`src/rtl/spi_cfg_master.sv`:
```
// Round-robin SPI mode-0 write sequencer for the configuration peripheral (16-bit frames).
// Optional macro SPI_CFG_SHADOW_EN adds a register shadow that suppresses redundant writes.
module spi_cfg_master #(
  parameter int NREQ    = 2,
  parameter int CLK_DIV = 4,
  parameter int CS_GAP  = 4
) (
  input  logic              clk,
  input  logic              rst_n,
  input  logic [NREQ-1:0]   req,
  input  logic [7*NREQ-1:0] req_addr,
  input  logic [8*NREQ-1:0] req_data,
  output logic [NREQ-1:0]   gnt,
  output logic [NREQ-1:0]   done,
  output logic              busy,
  output logic              nCS,
  output logic              SCLK,
  output logic              COPI
`ifdef SPI_CFG_SHADOW_EN
  , output logic [39:0]     shadow
`endif
);

  localparam int IW = (NREQ > 1) ? $clog2(NREQ) : 1;
  localparam int DW = $clog2(CLK_DIV);
  localparam int GW = $clog2(CS_GAP + 1);

  localparam logic [1:0] IDLE  = 2'd0;
  localparam logic [1:0] SETUP = 2'd1;
  localparam logic [1:0] SHIFT = 2'd2;
  localparam logic [1:0] GAP   = 2'd3;

  // The peripheral's 2-flop synchronisers need at least 4 clk per SCLK half-period.
  if (CLK_DIV < 4) begin : g_bad_clk_div
    $error("spi_cfg_master: CLK_DIV must be >= 4");
  end
  if (CS_GAP < 2) begin : g_bad_cs_gap
    $error("spi_cfg_master: CS_GAP must be >= 2");
  end
  if (NREQ < 1 || NREQ > 8) begin : g_bad_nreq
    $error("spi_cfg_master: NREQ must be 1..8");
  end

  logic [1:0]      state_reg;
  logic [IW-1:0]   ptr_reg;
  logic [IW-1:0]   owner_reg;
  logic [14:0]     shift_reg;
  logic [DW-1:0]   div_cnt_reg;
  logic [3:0]      bit_cnt_reg;
  logic [GW-1:0]   gap_cnt_reg;
  logic            ncs_reg, sclk_reg, copi_reg, busy_reg, skip_reg;
  logic [NREQ-1:0] gnt_reg, done_reg;

  logic            win_found;
  logic [IW-1:0]   win_idx;
  logic [6:0]      sel_addr;
  logic [7:0]      sel_data;
  logic            shadow_hit;
  logic            div_last, frame_end;

  // Smallest requester at or above the pointer wins, else wrap to the smallest below it.
  always_comb begin
    win_found = 1'b0;
    win_idx   = '0;
    for (int i = NREQ - 1; i >= 0; i--) begin
      if (req[i] && IW'(i) < ptr_reg) begin
        win_found = 1'b1;
        win_idx   = IW'(i);
      end
    end
    for (int i = NREQ - 1; i >= 0; i--) begin
      if (req[i] && IW'(i) >= ptr_reg) begin
        win_found = 1'b1;
        win_idx   = IW'(i);
      end
    end
  end

  always_comb begin
    sel_addr = '0;
    sel_data = '0;
    for (int i = 0; i < NREQ; i++) begin
      if (win_idx == IW'(i)) begin
        sel_addr = req_addr[7*i +: 7];
        sel_data = req_data[8*i +: 8];
      end
    end
  end

  assign div_last  = (div_cnt_reg == DW'(CLK_DIV - 1));
  assign frame_end = (state_reg == SHIFT) && div_last && !sclk_reg && (bit_cnt_reg == 4'd15);

  always_ff @(posedge clk or negedge rst_n) begin
    if (!rst_n) begin
      state_reg   <= IDLE;
      ptr_reg     <= '0;
      owner_reg   <= '0;
      shift_reg   <= '0;
      div_cnt_reg <= '0;
      bit_cnt_reg <= '0;
      gap_cnt_reg <= '0;
      ncs_reg     <= 1'b1;
      sclk_reg    <= 1'b0;
      copi_reg    <= 1'b0;
      busy_reg    <= 1'b0;
      skip_reg    <= 1'b0;
      gnt_reg     <= '0;
      done_reg    <= '0;
    end else begin
      gnt_reg  <= '0;
      done_reg <= '0;
      case (state_reg)
        IDLE: begin
          if (skip_reg) begin
            skip_reg <= 1'b0;
            done_reg <= NREQ'(1) << owner_reg;
          end else if (win_found) begin
            gnt_reg   <= NREQ'(1) << win_idx;
            owner_reg <= win_idx;
            ptr_reg   <= (win_idx == IW'(NREQ - 1)) ? '0 : win_idx + 1'b1;
            if (shadow_hit) begin
              skip_reg <= 1'b1;
            end else begin
              state_reg   <= SETUP;
              ncs_reg     <= 1'b0;
              copi_reg    <= 1'b1;
              shift_reg   <= {sel_addr, sel_data};
              busy_reg    <= 1'b1;
              div_cnt_reg <= '0;
            end
          end
        end
        SETUP: begin
          if (div_last) begin
            state_reg   <= SHIFT;
            sclk_reg    <= 1'b1;
            div_cnt_reg <= '0;
            bit_cnt_reg <= '0;
          end else begin
            div_cnt_reg <= div_cnt_reg + 1'b1;
          end
        end
        SHIFT: begin
          if (div_last) begin
            div_cnt_reg <= '0;
            if (sclk_reg) begin
              sclk_reg  <= 1'b0;
              copi_reg  <= shift_reg[14];
              shift_reg <= {shift_reg[13:0], 1'b0};
            end else if (frame_end) begin
              ncs_reg     <= 1'b1;
              copi_reg    <= 1'b0;
              done_reg    <= NREQ'(1) << owner_reg;
              gap_cnt_reg <= '0;
              state_reg   <= GAP;
            end else begin
              sclk_reg    <= 1'b1;
              bit_cnt_reg <= bit_cnt_reg + 1'b1;
            end
          end else begin
            div_cnt_reg <= div_cnt_reg + 1'b1;
          end
        end
        default: begin
          if (gap_cnt_reg == GW'(CS_GAP - 1)) begin
            busy_reg  <= 1'b0;
            state_reg <= IDLE;
          end else begin
            gap_cnt_reg <= gap_cnt_reg + 1'b1;
          end
        end
      endcase
    end
  end

`ifdef SPI_CFG_SHADOW_EN
  logic [39:0] shadow_reg;
  logic [6:0]  addr_reg;
  logic [7:0]  data_reg;

  always_comb begin
    shadow_hit = 1'b0;
    for (int a = 0; a < 5; a++) begin
      if (sel_addr == 7'(a) && sel_data == shadow_reg[8*a +: 8]) shadow_hit = 1'b1;
    end
  end

  always_ff @(posedge clk or negedge rst_n) begin
    if (!rst_n) begin
      shadow_reg <= '0;
      addr_reg   <= '0;
      data_reg   <= '0;
    end else begin
      if (state_reg == IDLE && !skip_reg && win_found) begin
        addr_reg <= sel_addr;
        data_reg <= sel_data;
      end
      if (frame_end) begin
        for (int a = 0; a < 5; a++) begin
          if (addr_reg == 7'(a)) shadow_reg[8*a +: 8] <= data_reg;
        end
      end
    end
  end

  assign shadow = shadow_reg;
`else
  assign shadow_hit = 1'b0;
`endif

  assign gnt  = gnt_reg;
  assign done = done_reg;
  assign busy = busy_reg;
  assign nCS  = ncs_reg;
  assign SCLK = sclk_reg;
  assign COPI = copi_reg;

endmodule

```
`config.mk`:
```
export PLATFORM = sky130hd
export DESIGN_NAME = spi_cfg_master
export DESIGN_NICKNAME = d
export VERILOG_FILES = /design/src/rtl/spi_cfg_master.sv
export SDC_FILE = /design/constraint.sdc
export NUM_CORES = 1
export LEC_CHECK = 0
export ABC_AREA = 1
export BUFFER_PORTS_ARGS = -buffer_cell sky130_fd_sc_hd__buf_2
export CAP_MARGIN = 20
export CORE_ASPECT_RATIO = 1.25
export CORE_MARGIN = 10
export CORE_UTILIZATION = 55
export DETAILED_ROUTE_END_ITERATION = 10
export GPL_ROUTABILITY_DRIVEN = 1
export PLACE_DENSITY_LB_ADDON = 0.12
export SLEW_MARGIN = 20
export SYNTH_ARGS = -nofsm -noshare
export SYNTH_HDL_FRONTEND = slang
export SYNTH_SLANG_ARGS = --single-unit
```
`constraint.sdc`:
```
create_clock -name clk -period 1.9 [get_ports clk]
set_input_delay 0.095 -clock clk [delete_from_list [all_inputs] [get_ports clk]]
set_output_delay 0.095 -clock clk [all_outputs]
set_load 0.02 [all_outputs]
```
Yosys cells after proc, flatten, opt, wreduce, memory -nomap -nowiden
Index checks and enable logic that the tools add are counted.

operators by class
  shift operators = 2
  eq/ne operators = 14
  bitwise gates (word level) = 2
  divide/modulo/power cells = 0
  $lt $le $gt $ge = 4
  multiply operators = 0
  reduce and logical (&&, ||, !) cells = 26
  $add $sub $neg = 4
  multiplexer cells = 57

operators by type and width
  operator             count
  $mux 15              3
  $pmux 15 s2          1
  $mux 2               14
  $mux 1               21
  $mux 4               4
  $ne 2x2->1 const B   8
  $reduce_and 5->1     3
  $mux 3               4
  $mux 8               1
  $pmux 1 s2           4
  $pmux 4 s2           1
  $reduce_and 4->1     2
  $reduce_bool 2->1    4
  $logic_and 1x1->1    7
  $mux 7               1
  $pmux 2 s3           1
  $pmux 3 s2           1
  $reduce_and 3->1     2
  $reduce_and 6->1     1
  $add 4x1->4 const B  1
  $eq 2x2->1 const B   2
  $eq 4x4->1 const B   1
  $pmux 2 s2           1
  $reduce_and 2->1     2
  14 further kinds     19

word-level totals
  memories = 0
  latch bits = 0
  register bits after elaboration = 36
  memory bits (read-only) = 0
  logic and storage cells = 122
  memory bits (writable) = 0
  output and inout bits = 8
  bits of input ports = 34

Longest topological paths before layout
  word-level depth = 9
  mapped depth = 10
  depth with buffers taken out = 9

Least setup slack after synthesis
Ideal clock, no wire load.

  path kind = register to register
  start = register state_reg[0]
  end = register shift_reg[10]
  slack = 420 ps
  buffers on the path = 2
  arrival = 1364 ps
  data required time = 1783 ps
  setup time = 117 ps
  period minus slack after synthesis = 1480 ps
  cell stages (with the launch flop) = 9
  path through = dfrtp_1 inv_1 ha_1 buf_4 inv_2 clkbuf_1 nand3_1 nand3_2 nand2_1

between the ends
  cells in the longest elaborated chain, start to end = 3
  elaborated cells on any way between the ends = 8
  classes of those cells = 4 x eq/ne; 1 x mux; 3 x reduce/logical

RTL lines
  element                                                           line  source
  start: declaration                                                44    logic [1:0] state_reg;
  start signal: assignment                                          95    state_reg <= IDLE;
  start signal: assignment                                          124   state_reg <= SETUP;
  start signal: assignment                                          135   state_reg <= SHIFT;
  $eq 2x2->1 or $logic_not 2->1 (tied branches)                     112   case (state_reg)
  $ne 2x2->1 (no source line) or $reduce_bool 2->1 (tied branches)  -
  $reduce_and 4->1 (no source line)                                 -
  end signal: assignment                                            127   shift_reg <= {sel_addr, sel_data};
  end signal: assignment                                            149   shift_reg <= {shift_reg[13:0], 1'b0};
  end: declaration                                                  47    logic [14:0] shift_reg;

Several ways; a longest one is shown, not always the timed one.
A chain may end at the register's enable or synchronous reset.

Worst setup path in the final report
  start = register state_reg[0]
  end = register shift_reg[0]

Same word-level chain as after synthesis.

==> run metrics <==
H-tree levels=2; top area cells in the synthesized netlist=dfrtp_1 42%, nand2_1 16%, nand3_1 11%; Unique masters post-synth=29; Placed Area=2313 um^2; Post-DRT Antenna Nets=0; hold crit path type=in2reg; Detailed Route Iter0 Violations=106; yosys warns=0; status=complete, no violations; CP Class=reg2reg; Post-Syn Instances=265; Slowest-stage cell, CP=dfrtp_1; drc violations=0; CTS buffer count=5; Post-CTS Hold Buffers=1; vias in the first global route=1835; Critical Path Source=state_reg[0]$_DFFE_PN0P_; Die ar.=6701 um^2; die width=75.25 um; Slew Limit Headroom=0.4849; row count=25; # port buffers=41; Via density=5.352; PD cells=1635 nW/um^2; Mapped Area=2098 um^2; reg2reg start=state_reg[0]$_DFFE_PN0P_; CTS Buffer Depth=2; Worst Setup Start Kind=flop; largest net degree at the start of global routing=37; I/O pin cnt=42; Setup crit end kind=flop; Synth Register Bits=36; antenna cells=0; Setup TNS=0 ps; period utilization=0.8794; # clock sinks=36; crit-path cells=inv_1 -> ha_1 -> buf_4 -> nand2_1 -> nand4_4 -> buf_4 -> nand2_1 -> o21ai_1; CP endpoint=shift_reg[0]$_DFFE_PN0P_; post-place setup slack=239.1 ps; Clock Root Buffer=clkbuf_8; RR Endpoint=shift_reg[0]$_DFFE_PN0P_; worst setup margin=229.1 ps; max reg flops=15; RSZ-0062 raised after global routing=no; layout cells sized above 1=0.2589; area leader, netlist=dfrtp_1; fmax=598.5 MHz; Initial Utilization=0.5637; GRT Total Usage=0.1549; Fin Hold WS=132.9 ps; first-pass GRT wire length=8100 um; Post-Route WL=4657 um; Nets=349; CTS clk-pin slew, worst paths=70 ps; CP Data Required Time=2070 ps; Routability Congestion=0.7672; synthesis-to-finish area growth=15.03%; Reg2Reg Depth=8; Chip Height=89.06 um; Detailed Place HPWL=3532 um; R2R Setup Slk=230 ps; Max FO, Critical Path=13; initial antenna violation count=0; Hold Vio Cnt, Final=0; Skew-Pair Late Insertion Delay=290 ps; post-layout instance area=2414 um^2; leakage=0.001303 uW; Worst path max stage delay=370 ps; critical path arrival=1840 ps; Setup Skew=1.939 ps; total grt overflow=0; Worst Max-Slew Pin Slew=772.7 ps; Core ar.=3722 um^2; syn nets=306; Min Clock Period, post-route=1671 ps; Max Cap Viol=0; Vias=1868; CTS tree=yes; Yosys top cell area share=0.4174; Resized cells post-CTS=0; Max IR drop VDD=0.8022 mV; routed length per instance=13.34 um; post-CTS setup buffers=0; Max Slew Vio Count=0; final setup vio count=0; sequential-to-total area share from yosys stat=0.4299; first-pass iteration count of the detailed router=4; Mapped Avg Cell Area=7.918 um^2
worst min-delay path by stage:
stage | startpoint | endpoint | slack, ps | cells after the start
final | req_addr[4] | shift_reg[12]$_DFFE_PN0P_ | 130 | 5
after detailed placement | rst_n | gap_cnt_reg[1]$_DFFE_PN0P_ | 230 | 1
after floorplan | rst_n | COPI$_DFFE_PN0P_ | -200 | 0
after global placement | rst_n | busy$_DFFE_PN0P_ | 220 | 1
after CTS | req_data[5] | shift_reg[5]$_DFFE_PN0P_ | 130 | 5
after global routing | req_addr[5] | shift_reg[13]$_DFFE_PN0P_ | 160 | 5
power by group:
| part | switching, uW | total [uW] | internal [uW] |
|---|---|---|---|
| clock | 257 | 552 | 295 |
| sequential | 187 | 1300 | 1110 |
| combinational | 1340 | 2100 | 754 |
| total | 1790 | 3950 | 2160 |
cells in the mapped netlist:
master,number
nand2_1,89
nand3_1,45
dfrtp_1,35
inv_1,18
nand3_2,11
ha_1,7
nor2_1,7
o21ai_0,6
or2_2,6
or2_1,5
buf_2,4
nand4_1,4
or2_0,4
clkbuf_1,3
nand2_2,3
inv_2,2
nand3b_1,2
nor2_2,2
o21ai_1,2
a21oi_2,1
buf_12,1
buf_4,1
buf_6,1
dfstp_2,1
inv_4,1
nand2_4,1
nand4_4,1
o21bai_1,1
o31ai_1,1
critical path, delay by kind of cell, from the launching register on:
family          cells  cell delay, ps
compound gates      1              60
fa+ha+maj           1             280
simple gates        3             350
flops               1             370
buf+inv             3             490
cells by family after synthesis:
| family | share of synthesized area |
|---|---|
| AND/OR/NAND/NOR | 0.4258 |
| flip-flops | 0.4299 |
| buffers and inverters | 0.07215 |
| AO/OA/AOI/OAI | 0.03042 |
| adder cells (fa/ha/maj) | 0.04174 |
through the flow:
stage                     cells  utilization  power [uW]
after floorplan             265            -        2956
after global placement      340       0.6215        3329
after detailed placement    340       0.6215        3407
after CTS                   349       0.6484        3974
after global routing        349       0.6484        4327
final                       349       0.6484        3947
placed cells by master (no fill, tap or decap):
cell type / Yosys / routed
clkbuf_1: 3 / 2
or2_0: 4 / 4
nor2_2: 2 / 2
buf_4: 1 / 4
nand2_2: 3 / 3
a21oi_2: 1 / 1
clkbuf_8: 0 / 6
o21ai_1: 2 / 2
nand2_4: 1 / 1
nand3b_1: 2 / 2
dfrtp_1: 35 / 35
or2_2: 6 / 6
dlygate4sd3_1: 0 / 1
nand4_4: 1 / 1
o21bai_1: 1 / 1
or2_1: 5 / 5
nor2_1: 7 / 7
ha_1: 7 / 7
dfstp_2: 1 / 1
o31ai_1: 1 / 1
nand4_1: 4 / 4
inv_1: 18 / 18
inv_2: 2 / 2
o21ai_0: 6 / 6
nand2_1: 89 / 89
inv_4: 1 / 1
buf_2: 4 / 41
nand3_2: 11 / 11
nand3_1: 45 / 45
routing by layer:
layer / up-vias / global-route usage / part of all wire
li1: 941 / - / -
met1: 874 / 0.1652 / 0.41
met5: - / 0 / 0
met3: 5 / 0.05667 / 0.067
met2: 48 / 0.2719 / 0.51
met4: 0 / 0.05584 / 0.013
final cells by class:
class                      count  area [um^2]
sequential                    36        902.1
timing repair buffer          46        245.2
tap                           40        50.05
clock buffer                   8        90.09
fill                         350         1309
multi-input combinational    198         1045
inverter                      21        81.33
(Power assumes the default switching activity.)
